File: src/rtl/game_flow_ctrl.sv
// Screen sequencer and status-register owner for the counter game: turns keypad
// levels into edge events, runs the START/HELP/CHOOSE/PLAY FSM and the alarm scheduler.
module game_flow_ctrl #(
  parameter int NUM_OBJ     = 10,
  parameter int BEEP_CYCLES = 25_000_000
) (
  input  logic                 clk,
  input  logic                 rst_n,
  input  logic [15:0]          btn,
  output logic [1:0]           screen,
  output logic [3:0]           active_cnt,
  output logic [3:0]           sel_idx,
  output logic [4*NUM_OBJ-1:0] status,
  output logic                 beep,
  output logic [3:0]           beep_idx
);

  typedef enum logic [1:0] {
    S_START  = 2'b00,
    S_HELP   = 2'b01,
    S_CHOOSE = 2'b10,
    S_PLAY   = 2'b11
  } screen_t;

  // Key slots ordered by priority: bit 7 wins over bit 0.
  localparam int K_EXIT  = 7;
  localparam int K_HELP  = 6;
  localparam int K_NEXT  = 5;
  localparam int K_BACK  = 4;
  localparam int K_UP    = 3;
  localparam int K_DOWN  = 2;
  localparam int K_LEFT  = 1;
  localparam int K_RIGHT = 0;

  localparam logic [7:0] VALID_START  = 8'b0110_0000;
  localparam logic [7:0] VALID_HELP   = 8'b0011_0000;
  localparam logic [7:0] VALID_CHOOSE = 8'b1010_1100;
  localparam logic [7:0] VALID_PLAY   = 8'b1000_1111;

  localparam int         CW      = $clog2(BEEP_CYCLES + 1);
  localparam logic [3:0] MAX_OBJ = 4'(NUM_OBJ);

  screen_t                    state_q, state_d;
  logic [7:0]                 keys, key_q, ev, evm, act, valid;
  logic [3:0]                 active_q, active_d, sel_q, sel_d;
  logic [NUM_OBJ-1:0][3:0]    nib_q, nib_d;
  logic [NUM_OBJ-1:0]         pending_q, pending_d, wrap_set, grant_clr;
  logic                       beep_q, beep_d;
  logic [3:0]                 bidx_q, bidx_d, gidx;
  logic [CW-1:0]              cnt_q, cnt_d;
  logic                       play_exit;
  logic                       unused_keys;

  assign keys = {btn[12], btn[15], btn[14], btn[13], btn[2], btn[6], btn[7], btn[5]};
  assign unused_keys = ^{btn[11:8], btn[4:3], btn[1:0]};

  assign screen     = state_q;
  assign active_cnt = active_q;
  assign sel_idx    = sel_q;
  assign status     = nib_q;
  assign beep       = beep_q;
  assign beep_idx   = bidx_q;

  // NOTE: the counter nibbles are ordinary flops visible on a port, so they take the async reset like every other register.
  always_ff @(posedge clk or negedge rst_n) begin
    if (!rst_n) begin
      state_q   <= S_START;
      key_q     <= '0;
      active_q  <= 4'd1;
      sel_q     <= '0;
      nib_q     <= '0;
      pending_q <= '0;
      beep_q    <= 1'b0;
      bidx_q    <= '0;
      cnt_q     <= '0;
    end else begin
      // NOTE: non-blocking here so every register samples the pre-edge values computed by the comb block.
      state_q   <= state_d;
      key_q     <= keys;
      active_q  <= active_d;
      sel_q     <= sel_d;
      nib_q     <= nib_d;
      pending_q <= pending_d;
      beep_q    <= beep_d;
      bidx_q    <= bidx_d;
      cnt_q     <= cnt_d;
    end
  end

  always_comb begin
    // NOTE: every variable gets a default before any branch, so no path can infer a latch.
    state_d   = state_q;
    active_d  = active_q;
    sel_d     = sel_q;
    nib_d     = nib_q;
    beep_d    = beep_q;
    bidx_d    = bidx_q;
    cnt_d     = cnt_q;
    wrap_set  = '0;
    grant_clr = '0;
    gidx      = '0;
    play_exit = 1'b0;
    act       = '0;

    case (state_q)
      S_START:  valid = VALID_START;
      S_HELP:   valid = VALID_HELP;
      S_CHOOSE: valid = VALID_CHOOSE;
      default:  valid = VALID_PLAY;
    endcase

    ev  = keys & ~key_q;
    evm = ev & valid;
    for (int i = 0; i < 8; i++) begin
      if (evm[i]) act = 8'b1 << i;
    end

    case (state_q)
      S_START: begin
        if (act[K_HELP])      state_d = S_HELP;
        else if (act[K_NEXT]) state_d = S_CHOOSE;
      end
      S_HELP: begin
        if (act[K_BACK])      state_d = S_START;
        else if (act[K_NEXT]) state_d = S_CHOOSE;
      end
      S_CHOOSE: begin
        if (act[K_EXIT]) begin
          state_d = S_START;
        end else if (act[K_NEXT]) begin
          state_d = S_PLAY;
          sel_d   = '0;
          for (int i = 0; i < NUM_OBJ; i++) nib_d[i] = (4'(i) < active_q) ? 4'd1 : 4'd0;
        end else if (act[K_UP]) begin
          if (active_q != MAX_OBJ) active_d = active_q + 4'd1;
        end else if (act[K_DOWN]) begin
          if (active_q != 4'd1) active_d = active_q - 4'd1;
        end
      end
      default: begin
        if (act[K_EXIT]) begin
          state_d   = S_START;
          nib_d     = '0;
          play_exit = 1'b1;
        end else if (act[K_UP]) begin
          if (nib_q[sel_q] == 4'd9) begin
            nib_d[sel_q]    = 4'd0;
            wrap_set[sel_q] = 1'b1;
          end else begin
            nib_d[sel_q] = nib_q[sel_q] + 4'd1;
          end
        end else if (act[K_DOWN]) begin
          nib_d[sel_q] = (nib_q[sel_q] == 4'd0) ? 4'd9 : nib_q[sel_q] - 4'd1;
        end else if (act[K_LEFT]) begin
          sel_d = (sel_q == 4'd0) ? active_q - 4'd1 : sel_q - 4'd1;
        end else if (act[K_RIGHT]) begin
          sel_d = (sel_q == active_q - 4'd1) ? 4'd0 : sel_q + 4'd1;
        end
      end
    endcase

    // Scheduler: an idle cycle always separates the end of one alarm from the next grant.
    if (beep_q) begin
      if (cnt_q == '0) beep_d = 1'b0;
      else             cnt_d  = cnt_q - 1'b1;
    end else if (|pending_q) begin
      for (int i = NUM_OBJ - 1; i >= 0; i--) begin
        if (pending_q[i]) gidx = 4'(i);
      end
      grant_clr[gidx] = 1'b1;
      beep_d          = 1'b1;
      bidx_d          = gidx;
      cnt_d           = CW'(BEEP_CYCLES - 1);
    end

    pending_d = (pending_q & ~grant_clr) | wrap_set;

    if (play_exit) begin
      pending_d = '0;
      beep_d    = 1'b0;
      cnt_d     = '0;
    end
  end

endmodule
File: config.mk
export PLATFORM = sky130hd
export DESIGN_NAME = game_flow_ctrl
export DESIGN_NICKNAME = d
export VERILOG_FILES = /design/src/rtl/game_flow_ctrl.sv
export SDC_FILE = /design/constraint.sdc
export NUM_CORES = 1
export LEC_CHECK = 0
export ABC_AREA = 0
export CAP_MARGIN = 20
export CELL_PAD_IN_SITES_DETAIL_PLACEMENT = 1
export CELL_PAD_IN_SITES_GLOBAL_PLACEMENT = 2
export CORE_ASPECT_RATIO = 1.25
export CORE_UTILIZATION = 31
export DETAILED_ROUTE_END_ITERATION = 10
export PLACE_DENSITY_LB_ADDON = 0.1
export REMOVE_ABC_BUFFERS = 1
export SYNTH_ARGS = -nofsm -noshare
export SYNTH_HDL_FRONTEND = slang
export SYNTH_SLANG_ARGS = --single-unit
File: constraint.sdc
create_clock -name clk -period 3 [get_ports clk]
set_input_delay 0.45 -clock clk [delete_from_list [all_inputs] [get_ports clk]]
set_output_delay 0.45 -clock clk [all_outputs]
set_load 0.05 [all_outputs]
==> results_dict.tcl, run 1 <==
set metrics [dict create \
    antenna_found_initial 0 \
    power_density_nw_per_um2 1160 \
    total_power_mw 8.69 \
    placed_area_um2 7070 \
    max_cap_violations 0 \
    final_area_um2 7470 \
    synth_cells 641 \
    critPathCaptureType "flop" \
    run_status "complete, no violations" \
    cts.sinks 98 \
    io_buffers 64 \
    numCtsBuffers 9 \
    dr_total_vias 5472 \
    crit_path_max_incr_delay_ns 0.57 \
    clk_pin_slew_ns 0.07 \
    yosysUniqueCellTypes 66 \
    seqCellArea_um2 2460 \
    cts_tree "done" \
    grt_overflow 0 \
    rsz0062_at_grt "no" \
    grt_pass1_vias 5957 \
    viasPerCell 5.60 \
    finClkSkew_ns 0.00816 \
    syn_area_per_cell_um2 9.05 \
    cts_root_buffer "clkbuf_16" \
    rr_worst_depth 12 \
    die_y_um 155 \
    htreeDepth 3 \
    setup_viol 0 \
    place.gp.congestion 0.845 \
    antennaDiodeCount 0 \
    path_cells "mux4_2 -> a211oi_2 -> buf_4 -> inv_1 -> ha_1 -> inv_1 -> a31o_2 -> nor3_4 -> buf_4 -> nor2b_1 -> mux2i_1 -> o31ai_2" \
    ys_seq_area_share_pct 42.3 \
    power.leakage_nw 3.02 \
    n_fill_cell 2105 \
    multi_input_area_um2 3150 \
    critPathSlowestCell "mux4_2" \
    syn_area_um2 5800 \
    die-area_um2 19300 \
    drive_gt1_share_pct 15.6 \
    cts_buffer_depth 2 \
    drt_pre_antenna_iters 4 \
    fin_nets 775 \
    worstPathRequired_ns 3.23 \
    timing.slew.headroom_pct 50.9 \
    cp_max_fo 5 \
    grt_pass1_wl_mm 33.3 \
    ir_worst_vdd_uv 543 \
    ys_async_sr_fraction_pct 100 \
    yosys_warnings 0 \
    synth_edf_count 0 \
    initial_core_util_pct 31.8 \
    worst_pin_slew_ns 0.736 \
    postCtsHoldBufs 0 \
    pin_count 73 \
    ys_seq_elements 98 \
    postRouteAntennaNets 0 \
    row_count 55 \
    grt.total_usage_pct 22.0 \
    worstSetupPathType "flop to flop" \
    fin_crit_sh_pct 92.5 \
    wire_per_inst_um 20.8 \
    hpwl_mm 15.2 \
    ys.flop_type "dfrtp_1" \
    fp.dieW_um 124 \
    min_path_type "input port to async pin" \
    wirelength_mm 20.3 \
    start_kind "flop" \
    finalHoldViolCount 0 \
    worst_skew_pair.late_latency_ns 0.35 \
    first_iter_violations 372 \
    grt_max_degree 52 \
    period_needed_ns 2.78 \
    coreArea_um2 18200 \
    drcViolationCount 0 \
    drv_slew 0 \
    syn_to_final_growth_pct 28.7 \
    critPathArrivalTime_ns 3.00 \
    max_freq_ghz 0.360 \
]
## per-stage QoR
stage	setup TNS, ns	cells	utilization, %	worst slack (ns)	hold slack, ns
after floorplan	-47.50	603	-	-1.37	0.154
after global placement	0	959	38.7	0.0439	0.474
after detailed placement	0	959	38.7	0.0281	0.484
after CTS	0	975	40.5	0.0337	0.192
after global routing	0	977	40.9	0.00836	0.212
final	0	977	40.9	0.224	0.139
## final timing paths
kind	startpoint	endpoint	slack, ns
min	rst_n	cnt_q[22]$_DFFE_PN0P_	0.14
max in group asynchronous	rst_n	status[34]$_DFFE_PN0P_	2.11
max	sel_idx[0]$_DFFE_PN0P_	status[8]$_DFFE_PN0P_	0.22
min reg2reg	cnt_q[15]$_DFFE_PN0P_	cnt_q[15]$_DFFE_PN0P_	0.50
max reg2reg	sel_idx[0]$_DFFE_PN0P_	status[8]$_DFFE_PN0P_	0.22
min in group clk	cnt_q[15]$_DFFE_PN0P_	cnt_q[15]$_DFFE_PN0P_	0.50
## cell type report
type | instances | share of cell area, %
Inverter | 16 | 0.804
Multi-Input combinational cell | 489 | 42.2
Tap cell | 228 | 3.82
Timing Repair Buffer | 130 | 15.9
Sequential cell | 98 | 32.9
Clock buffer | 11 | 3.25
Clock inverter | 5 | 1.14
## cell families after synthesis
group | share of synthesized area (%)
compound gates | 23.8
xor+xnor | 2.11
fa+ha+maj | 2.80
buf+inv | 3.93
flops | 42.3
mux | 5.44
simple gates | 19.6
## worst max-delay path, delay by kind of cell (launching register included)
| kind | cells | cell delay (ns) |
|---|---|---|
| multiplexers | 2 | 0.84 |
| AO/OA/AOI/OAI | 3 | 0.46 |
| flip-flops | 1 | 0.44 |
| buffers and inverters | 4 | 0.43 |
| AND/OR/NAND/NOR | 2 | 0.25 |
| adder cells (fa/ha/maj) | 1 | 0.22 |
## synth_stat cells (5+ instances only)
cell type	instances	area share (%)
nand2_1	52	3.4
nand4_1	11	1.2
inv_1	16	1.0
a21o_1	13	1.7
a21oi_1	38	3.3
mux2_2	6	1.2
o21ai_1	11	0.95
nand2b_1	10	1.1
ha_1	13	2.8
a31oi_1	8	0.86
and3_1	7	0.76
o22ai_1	8	0.86
xor2_1	8	1.2
nor4_1	7	0.76
clkbuf_1	27	1.7
dfrtp_1	97	42
nor2b_1	12	1.3
mux2i_1	18	3.1
o31ai_1	15	1.9
buf_2	6	0.52
nor3_1	18	1.6
a211oi_1	5	0.65
nor3b_1	7	0.91
xnor2_1	6	0.91
a32o_1	7	1.2
o21ai_0	63	5.4
nor2_1	38	2.5
nand3_1	39	3.4
a32oi_1	5	0.76
o221a_2	6	1.2
## metal layers
layer	wire (um)	track usage (%)	vias up	part of all wire [%]
met5	0	0	-	0
met2	10600	39.6	98	52
met3	654	2.44	29	3.2
met1	8630	26.8	2756	42
met4	467	8.38	0	2.3
li1	-	-	2589	-
## flip-flops by register name, indices dropped and copies added, names as in the netlist
| register | flops |
|---|---|
| sel_idx | 4 |
| status | 40 |
| pending_q | 10 |
| cnt_q | 25 |
| beep | 1 |
| screen | 2 |
| beep_idx | 4 |
| key_q | 8 |
| active_cnt | 4 |
## where the power goes
group	leakage [nW]	internal, mW	total (mW)	switching [mW]
Sequential	1.25	1.73	2.24	0.506
Combinational	1.62	1.99	5.15	3.16
Clock	0.156	0.760	1.31	0.548
Total	3.02	4.48	8.69	4.21
## repair_timing
item,in CTS,in global routing
endpoints found under the hold margin,0,0
resized for setup,1,7
setup endpoints to repair,1,33
setup buffers,0,2
## layout by cell type (no fill, tap or decap), drive strengths merged, types with 4 or more instances in the layout
master and instances:
a211oi 5, a21o 13, a21oi 38, a31oi 8, a32o 7, a32oi 5, and2 4, and3 7
buf 67, clkbuf 11, clkdlybuf4s50 63, dfrtp 97, ha 13, inv 17, mux2 6, mux2i 18
nand2 52, nand2b 10, nand3 39, nand4 11, nor2 39, nor2b 12, nor3 18, nor3b 7
nor4 7, o21ai 74, o21bai 4, o221a 6, o22ai 9, o31ai 17, or2 4, xnor2 6
xor2 8
Power figures use the tool's default switching activity.
==> run 2: changes to the inputs <==
Settings changed: HOLD_SLACK_MARGIN from default to 0.02.
==> results of run 2 <==
Final layout, timing and power as in run 1 (identical DEF).
==> run 3: changes to the inputs <==
Settings changed: CORE_UTILIZATION 31 to 37.
Clock period 3 ns to 3.2 ns, I/O delays scaled along.
==> run 3 against run 2 <==
  * Final area down 3.3%
  * Total power down 9.4%
  * Hold slack worse by 0.065 ns
  * Combinational power down 11%
  * Wire length down 2.2%
  * Fmax down 6.5%
  * Sequential power down 5%
  * Non-clock buffer count down 25
  * Cell count down 4.6%
  * Via count about the same
  * Die area down 16%
  * Critical path depth unchanged
==> results_dict.tcl, run 3 (synthesis gave the netlist of run 1 again) <==
set metrics [dict create \
    met1_length_mm 8.48 \
    cts_tree "done" \
    largest_register_ffs 40 \
    die_y_um 142 \
    coreArea_um2 15100 \
    drive_gt1_share_pct 12.0 \
    first_iter_violations 243 \
    hpwl_mm 14.3 \
    final_area_um2 7220 \
    holdWs_ns 0.0738 \
    numCtsBuffers 9 \
    cp_max_fo 17 \
    p_sw_mw 3.93 \
    wirelength_mm 19.9 \
    drt_pre_antenna_iters 4 \
    initial_core_util_pct 38.3 \
    fp.dieW_um 114 \
    finalHoldViolCount 0 \
    syn_to_final_growth_pct 24.5 \
    worst_skew_pair.late_latency_ns 0.35 \
    dr_total_vias 5470 \
    placed_area_um2 6910 \
    place.gp.congestion 0.849 \
    row_count 50 \
    p_sw_share_pct 49.9 \
    worstPathRequired_ns 3.43 \
    mostFrequentLayoutCells "dfrtp_1, o21ai_0, clkdlybuf4s50_1, nand2_1, nand3_1" \
    post-place-ws_ns 0.164 \
    power.leakage_nw 2.89 \
    die-area_um2 16200 \
    min_path_type "input port to async pin" \
    rsz0062_at_grt "no" \
    highest_layer "met4" \
    total_power_mw 7.87 \
    postRouteAntennaNets 0 \
    pin_count 73 \
    io_buffers 64 \
    p_clk_share_pct 14.7 \
    setup_ws_ns 0.231 \
    final_cells 932 \
    ir_worst_vdd_uv 440 \
    antennaDiodeCount 0 \
    fin_nets 750 \
    grt.total_usage_pct 25.6 \
    clk_pin_slew_ns 0.07 \
    antenna_found_initial 0 \
    max_freq_ghz 0.337 \
    grt_pass1_wl_mm 31.9 \
    final_common_cell "dfrtp_1" \
    wl_met3_um 630 \
    fin_crit_sh_pct 92.8 \
    drv_slew 0 \
    postCtsHoldBufs 0 \
    start_kind "flop" \
    grt_max_degree 45 \
    critPathArrivalTime_ns 3.20 \
    setup_viol 0 \
    finClkSkew_ns 0.00923 \
    wire_per_inst_um 21.4 \
    power_density_nw_per_um2 1090 \
    worst_pin_slew_ns 0.642 \
    worstSetupPathType "flop to flop" \
    cts_buffer_depth 2 \
    viasPerCell 5.87 \
    seq_power_share_pct 27.0 \
    max_cap_violations 0 \
    wl_met2_mm 10.3 \
    critPathCaptureType "flop" \
    grt_pass1_vias 5776 \
    cts.sinks 98 \
    drcViolationCount 0 \
    timing.slew.headroom_pct 56.8 \
    internal-power_mw 3.95 \
    period_needed_ns 2.97 \
    htreeDepth 3 \
    cts_root_buffer "clkbuf_16" \
    dp_cells 916 \
    run_status "complete, no violations" \
    grt_overflow 0 \
    p_comb_share_pct 58.3 \
]
## run 3: what timing repair did
item / CTS / global route
resized for setup: 0 / 2
hold endpoints to repair: 0 / 0
endpoints found under the setup margin: 0 / 4
buffers inserted: 0 / 0
## run 3: layout make-up
class,instances,area (um^2)
multi-input cells,489,3130
fillers,1747,7920
clock buffers,13,260
inverters,16,60.1
clock inverters,3,47.5
flip-flops and latches,98,2450
well taps,208,260
repair buffers,105,1010
## run 3: path summary, 6_finish.rpt
check / start / end / slack (ns) / cells past startpoint
setup / recovery: sel_idx[0]$_DFFE_PN0P_ / status[24]$_DFFE_PN0P_ / 0.23 / 12
hold / removal: rst_n / cnt_q[22]$_DFFE_PN0P_ / 0.07 / 1
setup reg to reg: sel_idx[0]$_DFFE_PN0P_ / status[24]$_DFFE_PN0P_ / 0.23 / 12
hold reg to reg: beep_idx[3]$_DFFE_PN0P_ / beep_idx[3]$_DFFE_PN0P_ / 0.49 / 1
max in group asynchronous: rst_n / active_cnt[0]$_DFFE_PN1P_ / 2.36 / 2
min in group clk: beep_idx[3]$_DFFE_PN0P_ / beep_idx[3]$_DFFE_PN0P_ / 0.49 / 1
## run 3: worst max-delay path, stage by stage (launching register included)
cell and delay [ns]:
dfrtp_2 0.48, or3b_2 0.57, o22ai_2 0.26, a211oi_1 0.11, inv_1 0.11, ha_1 0.20, inv_1 0.05, a31o_2 0.23
nor3_2 0.30, buf_12 0.20, nor2b_1 0.08, mux2i_1 0.17, o31ai_1 0.10
## run 3: layer usage
layer,global-route usage [%],up-vias
met3,3.19,33
met5,0,-
met4,10.1,0
met1,31.4,2795
met2,45.5,97
li1,-,2545
## run 3: metrics by stage
step / util (%) / TNS, ns
global placement: 45.6 / 0
global route: 47.7 / 0
detailed placement: 45.6 / 0
CTS: 47.6 / 0
floorplan: - / -37.50
finish: 47.7 / 0
## run 3: power groups by stage
stage	clock network, mW	logic [mW]	registers [mW]
global placement	0	4.46	2.12
CTS	1.18	4.58	2.12
floorplan	0	1.93	2.96
global route	1.22	4.92	2.20
detailed placement	0	4.55	2.14
finish	1.16	4.59	2.12
